$ cat src/rtl/store_commit_buffer.sv
`default_nettype none
// ============================================================================
// Module      : store_commit_buffer
// Description : Store data buffer. Holds stores in program order from
//               allocation until they drain to the D-cache write port.
//               Entries are speculative until the ROB commits them, and
//               branch-miss flushes remove the youngest speculative entries.
//               Optional store-to-load forwarding is enabled by STORE_FWD_EN.
// Revision    : 1.0 - initial release
// ============================================================================
module store_commit_buffer #(
    parameter int DEPTH  = 8,
    parameter int ADDR_W = 32,
    parameter int DATA_W = 32
) (
    input  logic                    clk,
    input  logic                    rst_n,
    input  logic                    alloc_valid,
    input  logic [ADDR_W-1:0]       alloc_addr,
    input  logic [DATA_W-1:0]       alloc_data,
    input  logic [DATA_W/8-1:0]     alloc_mask,
    output logic                    alloc_ready,
    input  logic                    store_commit_0_valid,
    input  logic                    store_commit_1_valid,
    input  logic                    store_flush_0_valid,
    input  logic                    store_flush_1_valid,
    output logic                    mem_req_valid,
    output logic [ADDR_W-1:0]       mem_req_addr,
    output logic [DATA_W-1:0]       mem_req_data,
    output logic [DATA_W/8-1:0]     mem_req_mask,
    input  logic                    mem_req_ready,
    output logic [$clog2(DEPTH):0]  entry_count,
    output logic                    empty
`ifdef STORE_FWD_EN
    ,
    input  logic [ADDR_W-1:0]       fwd_addr,
    output logic                    fwd_hit,
    output logic [DATA_W-1:0]       fwd_data,
    output logic [DATA_W/8-1:0]     fwd_mask
`endif
);

    localparam int c_idx_w  = $clog2(DEPTH);
    localparam int c_ptr_w  = c_idx_w + 1;
    localparam int c_mask_w = DATA_W / 8;

    logic [ADDR_W-1:0]   r_addr [DEPTH];
    logic [DATA_W-1:0]   r_data [DEPTH];
    logic [c_mask_w-1:0] r_mask [DEPTH];

    logic [c_ptr_w-1:0]  r_head;
    logic [c_ptr_w-1:0]  r_cptr;
    logic [c_ptr_w-1:0]  r_tail;

    logic [c_ptr_w-1:0]  w_committed;
    logic [c_ptr_w-1:0]  w_spec;
    logic [c_ptr_w-1:0]  w_count;
    logic [c_ptr_w-1:0]  w_ncommit;
    logic [c_ptr_w-1:0]  w_nflush;
    logic [c_ptr_w-1:0]  w_commit_apply;
    logic [c_ptr_w-1:0]  w_spec_left;
    logic [c_ptr_w-1:0]  w_flush_apply;
    logic                w_flush_any;
    logic                w_alloc_fire;
    logic                w_drain_fire;

    assign w_committed = r_cptr - r_head;
    assign w_spec      = r_tail - r_cptr;
    assign w_count     = r_tail - r_head;

    // A lone commit_1 still counts as a single commit, which the sum gives.
    assign w_ncommit = c_ptr_w'(store_commit_0_valid) + c_ptr_w'(store_commit_1_valid);
    assign w_nflush  = c_ptr_w'(store_flush_0_valid) + c_ptr_w'(store_flush_1_valid);

    // Commits are applied before flushes, so flushes only see what is left.
    assign w_commit_apply = (w_ncommit > w_spec) ? w_spec : w_ncommit;
    assign w_spec_left    = w_spec - w_commit_apply;
    assign w_flush_apply  = (w_nflush > w_spec_left) ? w_spec_left : w_nflush;

    assign w_flush_any  = store_flush_0_valid | store_flush_1_valid;
    assign alloc_ready  = (w_count < c_ptr_w'(DEPTH)) && !w_flush_any;
    assign w_alloc_fire = alloc_valid && alloc_ready;

    assign mem_req_valid = (w_committed != '0);
    assign mem_req_addr  = r_addr[r_head[c_idx_w-1:0]];
    assign mem_req_data  = r_data[r_head[c_idx_w-1:0]];
    assign mem_req_mask  = r_mask[r_head[c_idx_w-1:0]];
    assign w_drain_fire  = mem_req_valid && mem_req_ready;

    assign entry_count = w_count;
    assign empty       = (r_tail == r_head);

    always_ff @(posedge clk) begin
        if (!rst_n) begin
            r_head <= '0;
            r_cptr <= '0;
            r_tail <= '0;
        end else begin
            r_head <= r_head + c_ptr_w'(w_drain_fire);
            r_cptr <= r_cptr + w_commit_apply;
            r_tail <= r_tail - w_flush_apply + c_ptr_w'(w_alloc_fire);
        end
    end

    // Payload storage needs no reset: only slots between head and tail are read.
    always_ff @(posedge clk) begin
        if (rst_n && w_alloc_fire) begin
            r_addr[r_tail[c_idx_w-1:0]] <= alloc_addr;
            r_data[r_tail[c_idx_w-1:0]] <= alloc_data;
            r_mask[r_tail[c_idx_w-1:0]] <= alloc_mask;
        end
    end

    a_commit_in_range : assert property (@(posedge clk) disable iff (!rst_n)
        w_ncommit <= w_spec);

`ifdef STORE_FWD_EN
    logic [c_idx_w-1:0] w_slot;

    // Scan oldest to youngest so the youngest matching entry overrides.
    always_comb begin
        fwd_hit  = 1'b0;
        fwd_data = '0;
        fwd_mask = '0;
        w_slot   = '0;
        for (int k = 0; k < DEPTH; k++) begin
            w_slot = r_head[c_idx_w-1:0] + c_idx_w'(k);
            if ((c_ptr_w'(k) < w_count) &&
                (r_addr[w_slot][ADDR_W-1:2] == fwd_addr[ADDR_W-1:2])) begin
                fwd_hit  = 1'b1;
                fwd_data = r_data[w_slot];
                fwd_mask = r_mask[w_slot];
            end
        end
    end
`endif

endmodule
`default_nettype wire
$ cat config.mk
export PLATFORM = sky130hd
export DESIGN_NAME = store_commit_buffer
export DESIGN_NICKNAME = d
export VERILOG_FILES = /design/src/rtl/store_commit_buffer.sv
export SDC_FILE = /design/constraint.sdc
export NUM_CORES = 1
export LEC_CHECK = 0
export BUFFER_PORTS_ARGS = -buffer_cell sky130_fd_sc_hd__buf_2
export CAP_MARGIN = 20
export CORE_MARGIN = 3
export CORE_UTILIZATION = 54
export CTS_CLUSTER_SIZE = 8
export DETAILED_ROUTE_END_ITERATION = 10
export PLACE_DENSITY_LB_ADDON = 0.05
export REMOVE_ABC_BUFFERS = 1
export SETUP_SLACK_MARGIN = 0.1
export SLEW_MARGIN = 20
export SYNTH_ARGS = -nofsm -noshare
export SYNTH_HDL_FRONTEND = slang
export SYNTH_SLANG_ARGS = --single-unit
$ cat constraint.sdc
create_clock -name clk -period 9.6 [get_ports clk]
set_input_delay 1.92 -clock clk [delete_from_list [all_inputs] [get_ports clk]]
set_output_delay 1.92 -clock clk [all_outputs]
set_load 0.005 [all_outputs]
# Word-level counts from Yosys, hierarchy flattened
# Memory sizes are Yosys's and may differ from the RTL's. A register that Yosys moved wholly into a read port is not among the register bits.
# Index checks and enable logic that the tools add are counted.
# word_totals
inputBits	76
n_memories	3
elab_cells	34
mem_bits_rw	544
reg_bits	12
# mem_list
memory	depth	word_bits	rd	rd_ports_with_merged_regs	write_ports	line_no	rtl
r_addr	8	32	1	1	1	47	logic [ADDR_W-1:0] r_addr [DEPTH];
r_data	8	32	1	1	1	48	logic [DATA_W-1:0] r_data [DEPTH];
r_mask	8	4	1	1	1	49	logic [c_mask_w-1:0] r_mask [DEPTH];
# classes
eq_ne	1
bitwise	1
n_lt_le_gt_ge	3
n_reduce_logical	6
add_sub_neg	10
n_mux	7
# op_table
op	count
$sub A4 B4 Y4	5
$mux W3	3
$add A4 B1 Y4	2
$gt A2 B4 Y1	2
$mux W4	2
$add A1 B1 Y2	2
$add A4 B4 Y4	1
$eq A4 B4 Y1	1
$logic_and A1 B1 Y1	4
$lt A4 B4 Y1 const B	1
$reduce_bool A4 Y1	1
$mux W1	2
$logic_not A1 Y1	1
$or A1 B1 Y1	1

# Longest topological paths before layout
# Gate-level depths: netlist of run 1.
# depth
depth_word	8
depth_mapped	25
ltp_nobuf	25

# Worst setup path after synthesis of run 1
# Ideal clock, no wire load.
# synth_path
kind	input port to flip-flop
from	in store_flush_0_valid
to	mem r_addr[6][0] (enable)
t_arrival_ns	8.810
slack_ns	0.128
stages	4
required_time_ns	8.938
path_buffers	0
cell_sequence	inv_1 > ha_1 > o211ai_2 > nor4_1
# synth_via
elab_chain_cells	7
# synth_rtl
element	line_no	rtl
start: declaration	25	input logic store_flush_0_valid,
$or A1 B1 Y1	80	assign w_flush_any = store_flush_0_valid | store_flush_1_valid;
$logic_not A1 Y1	81	assign alloc_ready = (w_count < c_ptr_w'(DEPTH)) && !w_flush_any;
$logic_and A1 B1 Y1	81	
$logic_and A1 B1 Y1	82	assign w_alloc_fire = alloc_valid && alloc_ready;
$logic_and A1 B1 Y1	107	if (rst_n && w_alloc_fire) begin
$mux W1	107	
$mux W1 (implied by the code)	108	r_addr[r_tail[c_idx_w-1:0]] <= alloc_addr;
end: declaration	47	
# Every way passes these cells.

# Worst setup path after layout of run 1
# layout_path
from	in store_commit_0_valid
to	reg r_tail[2]
# layout_via
elab_chain_cells	8
# layout_rtl
element	line_no	rtl
start: declaration	23	input logic store_commit_0_valid,
$add A1 B1 Y2 *	72	assign w_ncommit = c_ptr_w'(store_commit_0_valid) + c_ptr_w'(store_commit_1_valid);
$gt A2 B4 Y1	76	assign w_commit_apply = (w_ncommit > w_spec) ? w_spec : w_ncommit;
$mux W4 *	76	
$sub A4 B4 Y4 *	77	assign w_spec_left = w_spec - w_commit_apply;
$gt A2 B4 Y1	78	assign w_flush_apply = (w_nflush > w_spec_left) ? w_spec_left : w_nflush;
$mux W4 *	78	
$sub A4 B4 Y4 *	101	r_tail <= r_tail - w_flush_apply + c_ptr_w'(w_alloc_fire);
$add A4 B1 Y4 *	101	
end signal: assignment	101	
end: declaration	53	logic [c_ptr_w-1:0] r_tail;
# Mark *: on every way between the ends. The rest lies on a longest branch, timed or not.
# A chain may end at the register's enable or synchronous reset.

==> run_results.csv, run 1 <==
group,metric,value,unit
synth,async_flop_share,0,%
die,die_w,206.6,um
synth,syn_area_per_cell,20.13,um2
finish,layout_common_cells,"edfxtp_1, nand2_1, buf_2",
power_and_ir_drop,combPwrFrac,23.4,%
finish,final_cells,1825,
power_and_ir_drop,p_int,0.005049,W
global_routing,grt_max_degree,117,
detailed_routing,vias_per_cell,5.679,
synth,syn_inst,1079,
global_routing,gr-total-overflow,0,
detailed_routing,wl_per_cell,23.59,um
timing,max_slew_margin,30.12,%
setup_path,crit_top_cell,"ha_1",
power_and_ir_drop,leakage,8.623,nW
die,pin_count,151,
power_and_ir_drop,seq_power_share,41.2,%
worst_hold_path,min_path_cells,2,
synth,ys_warn_count,0,
detailed_routing,ant_nets,0,
setup_path,cp_slowest_cell,"fa_1",
place,dp_cells,1721,
timing,hold_viol_final,0,
setup_path,r2r-end,"r_tail[2]",
synth,ys_seq_elements,556,
setup_path,crit_type,"in -> reg",
job,drv_cap,0,
power_and_ir_drop,vdd_drop_max,0.1946,mV
setup_path,reg2reg_depth,24,
setup_path,r2r-start,"r_tail[0]",
timing,finalCritPeriodShare,61.79,%
global_routing,grt_use_total,20.88,%
synth,synth_cell_types,34,
setup_path,slowest_delay,0.58,ns
worst_hold_path,hp-start,"r_cptr[0]",
timing,rsz0062_at_grt,"no",
die,start_util,55.44,%
power_and_ir_drop,p_sw_share,25.74,%
clock_network,tritoncts,"yes",
timing,max_freq,168.6,MHz
place,portBuffers,150,
clock_network,cts.clk_slew.worst_paths,0.05,ns
power_and_ir_drop,p_sw,0.001750,W
global_routing,antenna_found_initial,7,
place,place_congestion,0.7066,
setup_path,start_kind,"primary input",
timing,setup_tns,0,ns
finish,final_nets,1394,
setup_path,cp.arrival,6.40,ns
clock_network,cts-root-buf,"clkbuf_16",
detailed_routing,vias,10370,
clock_network,cts_resized,0,
finish,drive_above_1_share,31.24,%
setup_path,cp_top_family,"adder cells",
die,core,39190,um2
finish,layout_commonest_cell,"edfxtp_1",
detailed_routing,routed_wl,43050,um
die,placementRows,72,
clock_network,numCtsBuffers,79,
power_and_ir_drop,power_density,269.1,nW/um2
timing,hold_ws,0.6164,ns
die,die-height,206.6,um
finish,area_delta_synth_final,16.30,%
worst_hold_path,min_to,"r_cptr[0]",
setup_path,cp_num_buf_inv,4,
synth,ys.flop_type,"edfxtp_1",
finish,fill_cells,2715,
timing,skew,0.009719,ns
synth,synth_area,21720,um2
synth,yosysSeqAreaShare,76.30,%
setup_path,cp.required,10.07,ns
place,dp_hpwl,22080,um
global_routing,grt_pass1_wl,65470,um
timing,drv_slew,0,
clock_network,hold_buffers,0,
setup_path,worstPathMaxFanout,3,
run_status,status,"finished clean",
worst_hold_path,hold_class,"reg -> reg",
detailed_routing,drt_iter0_drc,712,
timing,final-setup-viol-count,0,
detailed_routing,drc,0,
setup_path,rrSetupSlack,3.91,ns
setup_path,endpoint_kind,"register",
synth,synth_edf_count,544,
timing,fin_crit,5.932,ns
clock_network,post-cts-setup-buffers,0,
power_and_ir_drop,power.share.clock,35.4,%
clock_network,cts_sinks,556,
clock_network,ctsHtreeMaxLevel,3,
power_and_ir_drop,design_power_total,0.006799,W
timing,worst_pin_slew,1.043,ns
die,fp.dieArea,42670,um2
detailed_routing,first_pass_iters,5,
clock_network,clk_latency,0.57,ns
setup_path,cp_cell_sequence,"buf_2 -> ha_1 -> ha_1 -> a21oi_1 -> a2111oi_4 -> mux2i_1 -> ha_1 -> inv_1 -> fa_1 -> inv_1 -> ha_1 -> a21oi_1 -> a21oi_1 -> and3_1 -> mux2i_1 -> ha_1 -> inv_1 -> ha_1 -> fa_1 -> xor2_1 -> and2_1",
global_routing,grt_pass1_vias,10910,
clock_network,cts_buffer_depth,3,
==> through the flow <==
step | utilization [%] | cell area, um2 | worst slack [ns]
2_1_floorplan | - | 21520 | -4.335
3_3_place_gp | 59.04 | 23140 | 3.138
3_5_place_dp | 59.04 | 23140 | 3.093
4_1_cts | 64.45 | 25260 | 3.693
5_1_grt | 64.45 | 25260 | 3.443
6_report | 64.47 | 25270 | 3.668
==> worst register-to-register path: cells and delay by family (launching register included) <==
kind                       cells  cell delay [ns]
xor gates and xnor gates       1             0.16
adders and majority gates      9             3.07
buffers and inverters          6             0.41
AOI/OAI and AO/OA              4             0.74
muxes                          2             0.46
DFF                            1             0.42
and+or+nand+nor                2             0.34
==> final cells by class <==
type                       instances  area (um2)  area share (%)
antenna                            4       10.01         0.03962
multi-input combinational        452        4893           19.37
sequential                       556       16590           65.65
timing repair buffer             170       913.4           3.615
tap                              518       648.1           2.565
clock inverter                     5       40.04          0.1585
clock buffer                      95        2079           8.231
inverter                          25       93.84          0.3714
==> worst max path at each step <==
stage | startpoint | end | slack, ns | cells past startpoint
4_1_cts | store_commit_0_valid | r_tail[2] | 3.69 | 21
3_5_place_dp | store_commit_0_valid | r_tail[2] | 3.09 | 21
5_1_grt | store_commit_0_valid | r_tail[3] | 3.44 | 21
6_report | store_commit_0_valid | r_tail[2] | 3.67 | 21
2_1_floorplan | r_head[0] | r_addr[6][0] | -4.34 | 6
3_3_place_gp | store_commit_0_valid | r_tail[2] | 3.14 | 21
==> state kept, by name, summed over array words and instances, names as in the netlist <==
register  cells
r_data      256
r_tail        4
r_addr      256
r_cptr        4
r_head        4
r_mask       32
==> routing by layer <==
layer	up-vias	routed length, um	global-route usage [%]
met3	77	2707	4.391
met5	-	52	0
met2	307	21160	33.69
met4	10	893	6.667
met1	5312	18240	29.20
li1	4659	-	-
==> synth_stat cells (2+ instances only) <==
| cell type | instances | area (um2) |
|---|---|---|
| edfxtp_1 | 544 | 16340 |
| nand2_1 | 209 | 784.5 |
| mux4_2 | 136 | 3063 |
| ha_1 | 29 | 362.9 |
| inv_1 | 24 | 90.09 |
| clkbuf_1 | 16 | 60.06 |
| and2_1 | 13 | 81.33 |
| buf_1 | 13 | 48.80 |
| buf_2 | 12 | 60.06 |
| dfxtp_1 | 12 | 240.2 |
| a21oi_1 | 8 | 40.04 |
| xor2_1 | 8 | 70.07 |
| xnor2_1 | 7 | 61.31 |
| buf_4 | 5 | 37.54 |
| fa_1 | 5 | 100.1 |
| mux2i_1 | 4 | 40.04 |
| nor3_1 | 4 | 20.02 |
| nor4_1 | 4 | 25.02 |
| and3_1 | 3 | 18.77 |
| nor2b_1 | 3 | 18.77 |
| a21o_1 | 2 | 15.01 |
| conb_1 | 2 | 7.510 |
| nand2b_1 | 2 | 12.51 |
| nand3_1 | 2 | 10.01 |
| nor2_1 | 2 | 7.510 |
| o21ai_0 | 2 | 10.01 |
==> power by group through the flow <==
stage,clock (W),combinational [W],sequential (W)
after CTS,0.00246,0.00163,0.00281
after global routing,0.00256,0.00177,0.00281
after detailed placement,0,0.00162,0.00285
final,0.00241,0.00159,0.00280
after global placement,0,0.00160,0.00285
after floorplan,0,0.00119,0.00297
==> logic make-up after synthesis <==
family	after synthesis	synth area share, %
XOR/XNOR	16	0.7142
other	2	0.03457
buffers and inverters	71	1.382
AO/OA/AOI/OAI	17	0.5817
multiplexers	141	14.35
adder cells (fa/ha/maj)	34	2.131
flip-flops	556	76.30
AND/OR/NAND/NOR	242	4.504
Note: power is estimated with default switching activity, not from simulation.
==> run 2: changes to the inputs <==
clock period = 5.25 ns   (was 9.6 ns; I/O delays follow)
==> run_results.csv, run 2 (same netlist as run 1, synthesis figures left out) <==
group,metric,value,unit
timing,hold_viol_final,0,
place,dp_hpwl,21700,um
die,fp.dieArea,42670,um2
global_routing,grt_pass1_wl,65550,um
power_and_ir_drop,vdd_drop_max,0.3155,mV
power_and_ir_drop,p_sw_share,25.78,%
place,portBuffers,150,
detailed_routing,ant_nets,0,
finish,final_nets,1406,
setup_path,worstPathMaxFanout,2,
detailed_routing,routed_wl,42720,um
clock_network,clk_latency,0.57,ns
setup_path,cp.arrival,5.51,ns
clock_network,cts.clk_slew.worst_paths,0.05,ns
global_routing,grt_use_total,20.89,%
worst_hold_path,hold_class,"reg -> reg",
setup_path,start_kind,"register",
global_routing,antenna_found_initial,7,
finish,layout_common_cells,"edfxtp_1, nand2_1, buf_2",
timing,final-setup-viol-count,0,
setup_path,cp_top_family,"adder cells",
timing,worst_pin_slew,1.088,ns
setup_path,cp.required,5.72,ns
detailed_routing,wl_per_cell,23.33,um
clock_network,tritoncts,"yes",
finish,layout_commonest_cell,"edfxtp_1",
power_and_ir_drop,design_power_total,0.01271,W
clock_network,ctsHtreeMaxLevel,3,
die,start_util,55.44,%
run_status,status,"finished clean",
power_and_ir_drop,p_int,0.009433,W
global_routing,grt_pass1_vias,10940,
detailed_routing,first_pass_iters,5,
setup_path,cp_cell_sequence,"inv_2 -> ha_4 -> inv_2 -> fa_1 -> inv_2 -> ha_4 -> a21oi_4 -> a2111oi_4 -> mux2i_1 -> ha_2 -> inv_2 -> fa_2 -> inv_2 -> ha_4 -> a21oi_2 -> a21oi_1 -> and3_1 -> mux2i_1 -> ha_1 -> ha_1 -> a21o_1 -> a21oi_2 -> xnor2_1 -> and2_1",
timing,skew,0.01076,ns
setup_path,endpoint_kind,"register",
global_routing,gr-total-overflow,0,
die,die_w,206.6,um
finish,area_delta_synth_final,17.24,%
clock_network,cts_sinks,556,
power_and_ir_drop,leakage,8.698,nW
job,drv_cap,0,
power_and_ir_drop,combPwrFrac,25.1,%
setup_path,slowest_delay,0.59,ns
timing,max_freq,198.1,MHz
finish,drive_above_1_share,33.23,%
die,die-height,206.6,um
power_and_ir_drop,power_density,499.0,nW/um2
finish,fill_cells,2723,
detailed_routing,vias,10420,
setup_path,cp_num_buf_inv,5,
detailed_routing,drc,0,
power_and_ir_drop,p_sw,0.003276,W
timing,finalCritPeriodShare,96.15,%
timing,rsz0062_at_grt,"yes",
timing,fin_crit,5.048,ns
place,place_congestion,0.7002,
finish,final_core_util,65.00,%
timing,drv_slew,0,
setup_path,cp_slowest_cell,"fa_2",
detailed_routing,vias_per_cell,5.693,
clock_network,cts-root-buf,"clkbuf_16",
setup_path,crit_type,"reg -> reg",
die,placementRows,72,
setup_path,crit_top_cell,"inv_2",
global_routing,grt_max_degree,140,
die,core,39190,um2
power_and_ir_drop,seq_power_share,40.0,%
clock_network,hold_buffers,0,
clock_network,cts_buffer_depth,3,
power_and_ir_drop,power.share.clock,34.9,%
die,pin_count,151,
timing,max_slew_margin,27.48,%
clock_network,numCtsBuffers,79,
detailed_routing,drt_iter0_drc,647,
[run 2: worst paths after layout]
check / start / endpoint / slack [ns] / cells after the start
hold reg to reg: r_cptr[0] / r_cptr[0] / 0.64 / 2
hold / removal: r_cptr[0] / r_cptr[0] / 0.64 / 2
setup reg to reg: r_tail[0] / r_tail[3] / 0.20 / 24
setup / recovery: r_tail[0] / r_tail[3] / 0.20 / 24
[run 2: final cells by class]
class                           count  area [um2]  area share (%)
Antenna cell                        1       2.502        0.009825
Clock buffer                       93        2115           8.302
Clock inverter                      4       30.03          0.1179
Inverter                           25       93.84          0.3684
Multi-Input combinational cell    452        4960           19.47
Sequential cell                   556       16590           65.13
Tap cell                          518       648.1           2.545
Timing Repair Buffer              182        1032           4.053
[run 2: repair_timing]
action,4_1_cts,5_1_grt
setup buffers,0,1
endpoints found under the setup margin,3,3
gates resized for setup,10,10
pin swaps,5,8
[run 2: tightest hold or removal path, delay by kind of cell, from the launching register on]
| kind | cells | cell delay, ns |
|---|---|---|
| simple gates | 1 | 0.11 |
| fa+ha+maj | 1 | 0.14 |
| flops | 1 | 0.36 |
[run 2: metrics by stage]
step / worst slack (ns) / setup TNS [ns] / hold slack, ns / area, um2 / std cells
6_report: 0.2020 / 0 / 0.6363 / 25470 / 1831
5_1_grt: -0.04440 / -0.1236 / 0.6682 / 25470 / 1831
4_1_cts: 0.1163 / 0 / 0.6062 / 25420 / 1829
3_5_place_dp: -0.2980 / -0.6578 / 0.6247 / 23240 / 1732
3_3_place_gp: -0.2283 / -0.4848 / 0.5986 / 23240 / 1732
2_1_floorplan: -8.685 / -4400.52 / 0.5864 / 21520 / 1033
[run 2: metal layers]
layer | vias to the layer above | track usage, % | wire length [um]
met5 | - | 0 | 73
met4 | 12 | 6.255 | 864
met3 | 76 | 5.034 | 2913
met2 | 277 | 33.18 | 20750
met1 | 5390 | 29.46 | 18120
li1 | 4669 | - | -
[run 2: power groups by stage]
stage	combinational (W)	clock, W	sequential (W)
after CTS	0.00319	0.00454	0.00509
after floorplan	0.00218	0	0.00543
after global placement	0.00305	0	0.00517
after detailed placement	0.00311	0	0.00517
final	0.00318	0.00444	0.00509
after global routing	0.00355	0.00473	0.00510
==> run 3: changes to the inputs <==
ABC_AREA = 1   (was not set)
==> run_results.csv, run 3 <==
group,metric,value,unit
run_status,status,"finished clean",
global_routing,grt_pass1_wl,78520,um
timing,skew,0.01440,ns
place,dp_hpwl,24000,um
setup_path,r2r-end,"r_tail[1]",
synth,ys_seq_elements,556,
setup_path,endpoint,"r_tail[1]",
clock_network,ctsHtreeMaxLevel,3,
global_routing,antenna_found_initial,7,
setup_path,cp-startpoint,"r_cptr[0]",
clock_network,cts_sinks,556,
clock_network,numCtsBuffers,79,
synth,syn_inst,1813,
finish,layout_common_cells,"edfxtp_1, nor2_1, nand2_1",
setup_path,endpoint_kind,"register",
die,pin_count,151,
timing,fin_crit,4.880,ns
timing,drv_slew,0,
timing,setup_tns,0,ns
finish,fin_area,26000,um2
synth,yosys-top-cells-count,"edfxtp_1, nor2_1, nand2_1",
detailed_routing,wl_per_cell,20.03,um
clock_network,cts.clk_slew.worst_paths,0.05,ns
timing,rsz0062_at_grt,"no",
synth,yosysSeqAreaShare,73.74,%
timing,worst_pin_slew,0.9520,ns
die,core,41020,um2
detailed_routing,vias,14070,
setup_path,start_kind,"register",
detailed_routing,drt_iter0_drc,988,
finish,drive_above_1_share,15.07,%
global_routing,gr-total-overflow,0,
die,die_w,210.0,um
timing,max_slew_margin,36.53,%
job,drv_cap,0,
synth,ys.flop_type,"edfxtp_1",
place,portBuffers,150,
detailed_routing,first_pass_iters,5,
synth,ys_warn_count,0,
detailed_routing,ant_nets,0,
detailed_routing,routed_wl,50440,um
setup_path,r2r-start,"r_cptr[0]",
timing,max_freq,204.9,MHz
global_routing,grt_pass1_vias,13830,
setup_path,cp.required,5.78,ns
place,dp_cells,2420,
timing,final-setup-viol-count,0,
detailed_routing,drc,0,
finish,final_cells,2519,
global_routing,grt_max_degree,199,
finish,fill_cells,3091,
synth,synth_area_leader_cell,"edfxtp_1",
timing,finalCritPeriodShare,92.95,%
synth,syn_area_per_cell,12.40,um2
timing,hold_viol_final,0,
finish,layout_commonest_cell,"edfxtp_1",
die,start_util,54.80,%
setup_path,rrSetupSlack,0.37,ns
synth,yosys-top-cells-area,"edfxtp_1, nor2_1, nand2_1",
power_and_ir_drop,power.share.clock,33.6,%
finish,final_nets,2081,
setup_path,cp.arrival,5.41,ns
power_and_ir_drop,seq_power_share,37.9,%
worst_hold_path,hold_class,"reg -> reg",
die,die-height,210.0,um
synth,synth_most_common_cell,"edfxtp_1",
finish,area_delta_synth_final,15.65,%
synth,async_flop_share,0,%
power_and_ir_drop,p_sw_share,31.53,%
synth,synth_cell_types,27,
clock_network,clk_latency,0.59,ns
power_and_ir_drop,combPwrFrac,28.4,%
power_and_ir_drop,vdd_drop_max,0.3982,mV
power_and_ir_drop,p_int,0.009147,W
finish,final_core_util,63.38,%
synth,netlist.area_leader.share,72.67,%
power_and_ir_drop,p_sw,0.004211,W
power_and_ir_drop,power_density,513.8,nW/um2
power_and_ir_drop,leakage,9.268,nW
place,placed_cell_area,23760,um2
setup_path,worstPathMaxFanout,3,
setup_path,reg2reg_depth,27,
clock_network,cts-root-buf,"clkbuf_16",
die,placementRows,74,
synth,synth_edf_count,544,
setup_path,crit_type,"reg -> reg",
power_and_ir_drop,design_power_total,0.01336,W
global_routing,grt_use_total,23.02,%
die,fp.dieArea,44110,um2
clock_network,cts_buffer_depth,3,
detailed_routing,vias_per_cell,5.586,
clock_network,hold_buffers,0,
clock_network,tritoncts,"yes",
synth,synth_area,22480,um2
place,place_congestion,0.7618,
[run 3: changes by cell type after synthesis, moves of 7 or more]
cell      before  now
mux4_2       136    0
xor2_1         8    1
nand3_1        2   16
inv_1         24   50
buf_2         12   37
o21ai_0        2  180
and2_1        13    0
nor2_1         2  351
a31oi_1        0   68
clkbuf_1      16   36
o21ai_1        1   98
buf_6          0   11
a21oi_1        8   79
nand2_1      209  254
[run 3: cells by family (layout without fill, tap and decap cells)]
group	Yosys count	after routing	share of synthesized area (%)
xor gates and xnor gates	3	3	0.1169
adders and majority gates	34	34	2.060
and+or+nand+nor	633	633	10.75
AOI/OAI and AO/OA	427	427	9.908
other	2	5	0.03341
DFF	556	556	73.74
buffers and inverters	158	329	3.390
[run 3: how the worst min path moves through the flow]
stage                         start   endpoint  slack (ns)  cells after the start
after CTS                 r_cptr[3]  r_cptr[3]        0.50                      1
after global routing      r_cptr[3]  r_cptr[3]        0.54                      1
after global placement    r_cptr[3]  r_cptr[3]        0.49                      1
after floorplan           r_cptr[3]  r_cptr[3]        0.47                      1
after detailed placement  r_cptr[3]  r_cptr[3]        0.49                      1
final                     r_cptr[3]  r_cptr[3]        0.50                      1
[run 3: power by group through the flow]
stage / combinational, W / clock [W] / sequential, W
after floorplan: 0.00222 / 0 / 0.00535
after global placement: 0.00364 / 0 / 0.00514
after detailed placement: 0.00371 / 0 / 0.00515
after CTS: 0.00373 / 0.00458 / 0.00506
after global routing: 0.00432 / 0.00479 / 0.00507
final: 0.00380 / 0.00449 / 0.00507
[run 3: layer usage]
| layer | global-route usage, % | wire [um] | up-vias |
|---|---|---|---|
| li1 | - | - | 6753 |
| met1 | 30.93 | 22390 | 6831 |
| met2 | 38.41 | 24190 | 379 |
| met3 | 5.120 | 2909 | 97 |
| met4 | 6.510 | 890 | 10 |
| met5 | 0 | 63 | - |
[run 3: worst max-delay path, cell delays in order, from the launching register on]
cell and delay [ns]:
dfxtp_1 0.36, ha_1 0.17, inv_2 0.05, fa_2 0.61
inv_2 0.07, ha_4 0.26, a21oi_1 0.05, a21oi_1 0.12
nand4_1 0.16, o21ai_2 0.20, ha_2 0.18, inv_1 0.05
fa_1 0.50, inv_2 0.06, ha_4 0.26, nand2_1 0.05
a21boi_1 0.11, nand2_1 0.07, nor2_2 0.16, nand3_2 0.10
nand2_2 0.07, nand2_1 0.05, ha_1 0.26, inv_1 0.04
ha_2 0.18, fa_2 0.55, nand2_1 0.05, inv_1 0.05
[run 3: through the flow]
| step | hold slack [ns] | setup WS (ns) |
|---|---|---|
| after floorplan | 0.4661 | -5.921 |
| after global placement | 0.4859 | -0.01665 |
| after detailed placement | 0.4920 | -0.1436 |
| after CTS | 0.5039 | 0.1301 |
| after global routing | 0.5391 | 0.09790 |
| final | 0.5000 | 0.3701 |
[run 3: final cells by class]
cell class	count	area, um2	area share [%]
Multi-Input combinational cell	1099	5233	20.13
Tap cell	532	665.6	2.561
Timing Repair Buffer	183	1136	4.370
Antenna cell	3	7.507	0.02888
Clock buffer	90	2103	8.091
Clock inverter	4	56.30	0.2166
Inverter	52	210.2	0.8086
Sequential cell	556	16580	63.80
[run 3: what timing repair did]
item | 4_1_cts | 5_1_grt
endpoints found under the setup margin | 2 | 3
gates resized for setup | 1 | 17
pin swaps | 0 | 9
buffers inserted | 0 | 2
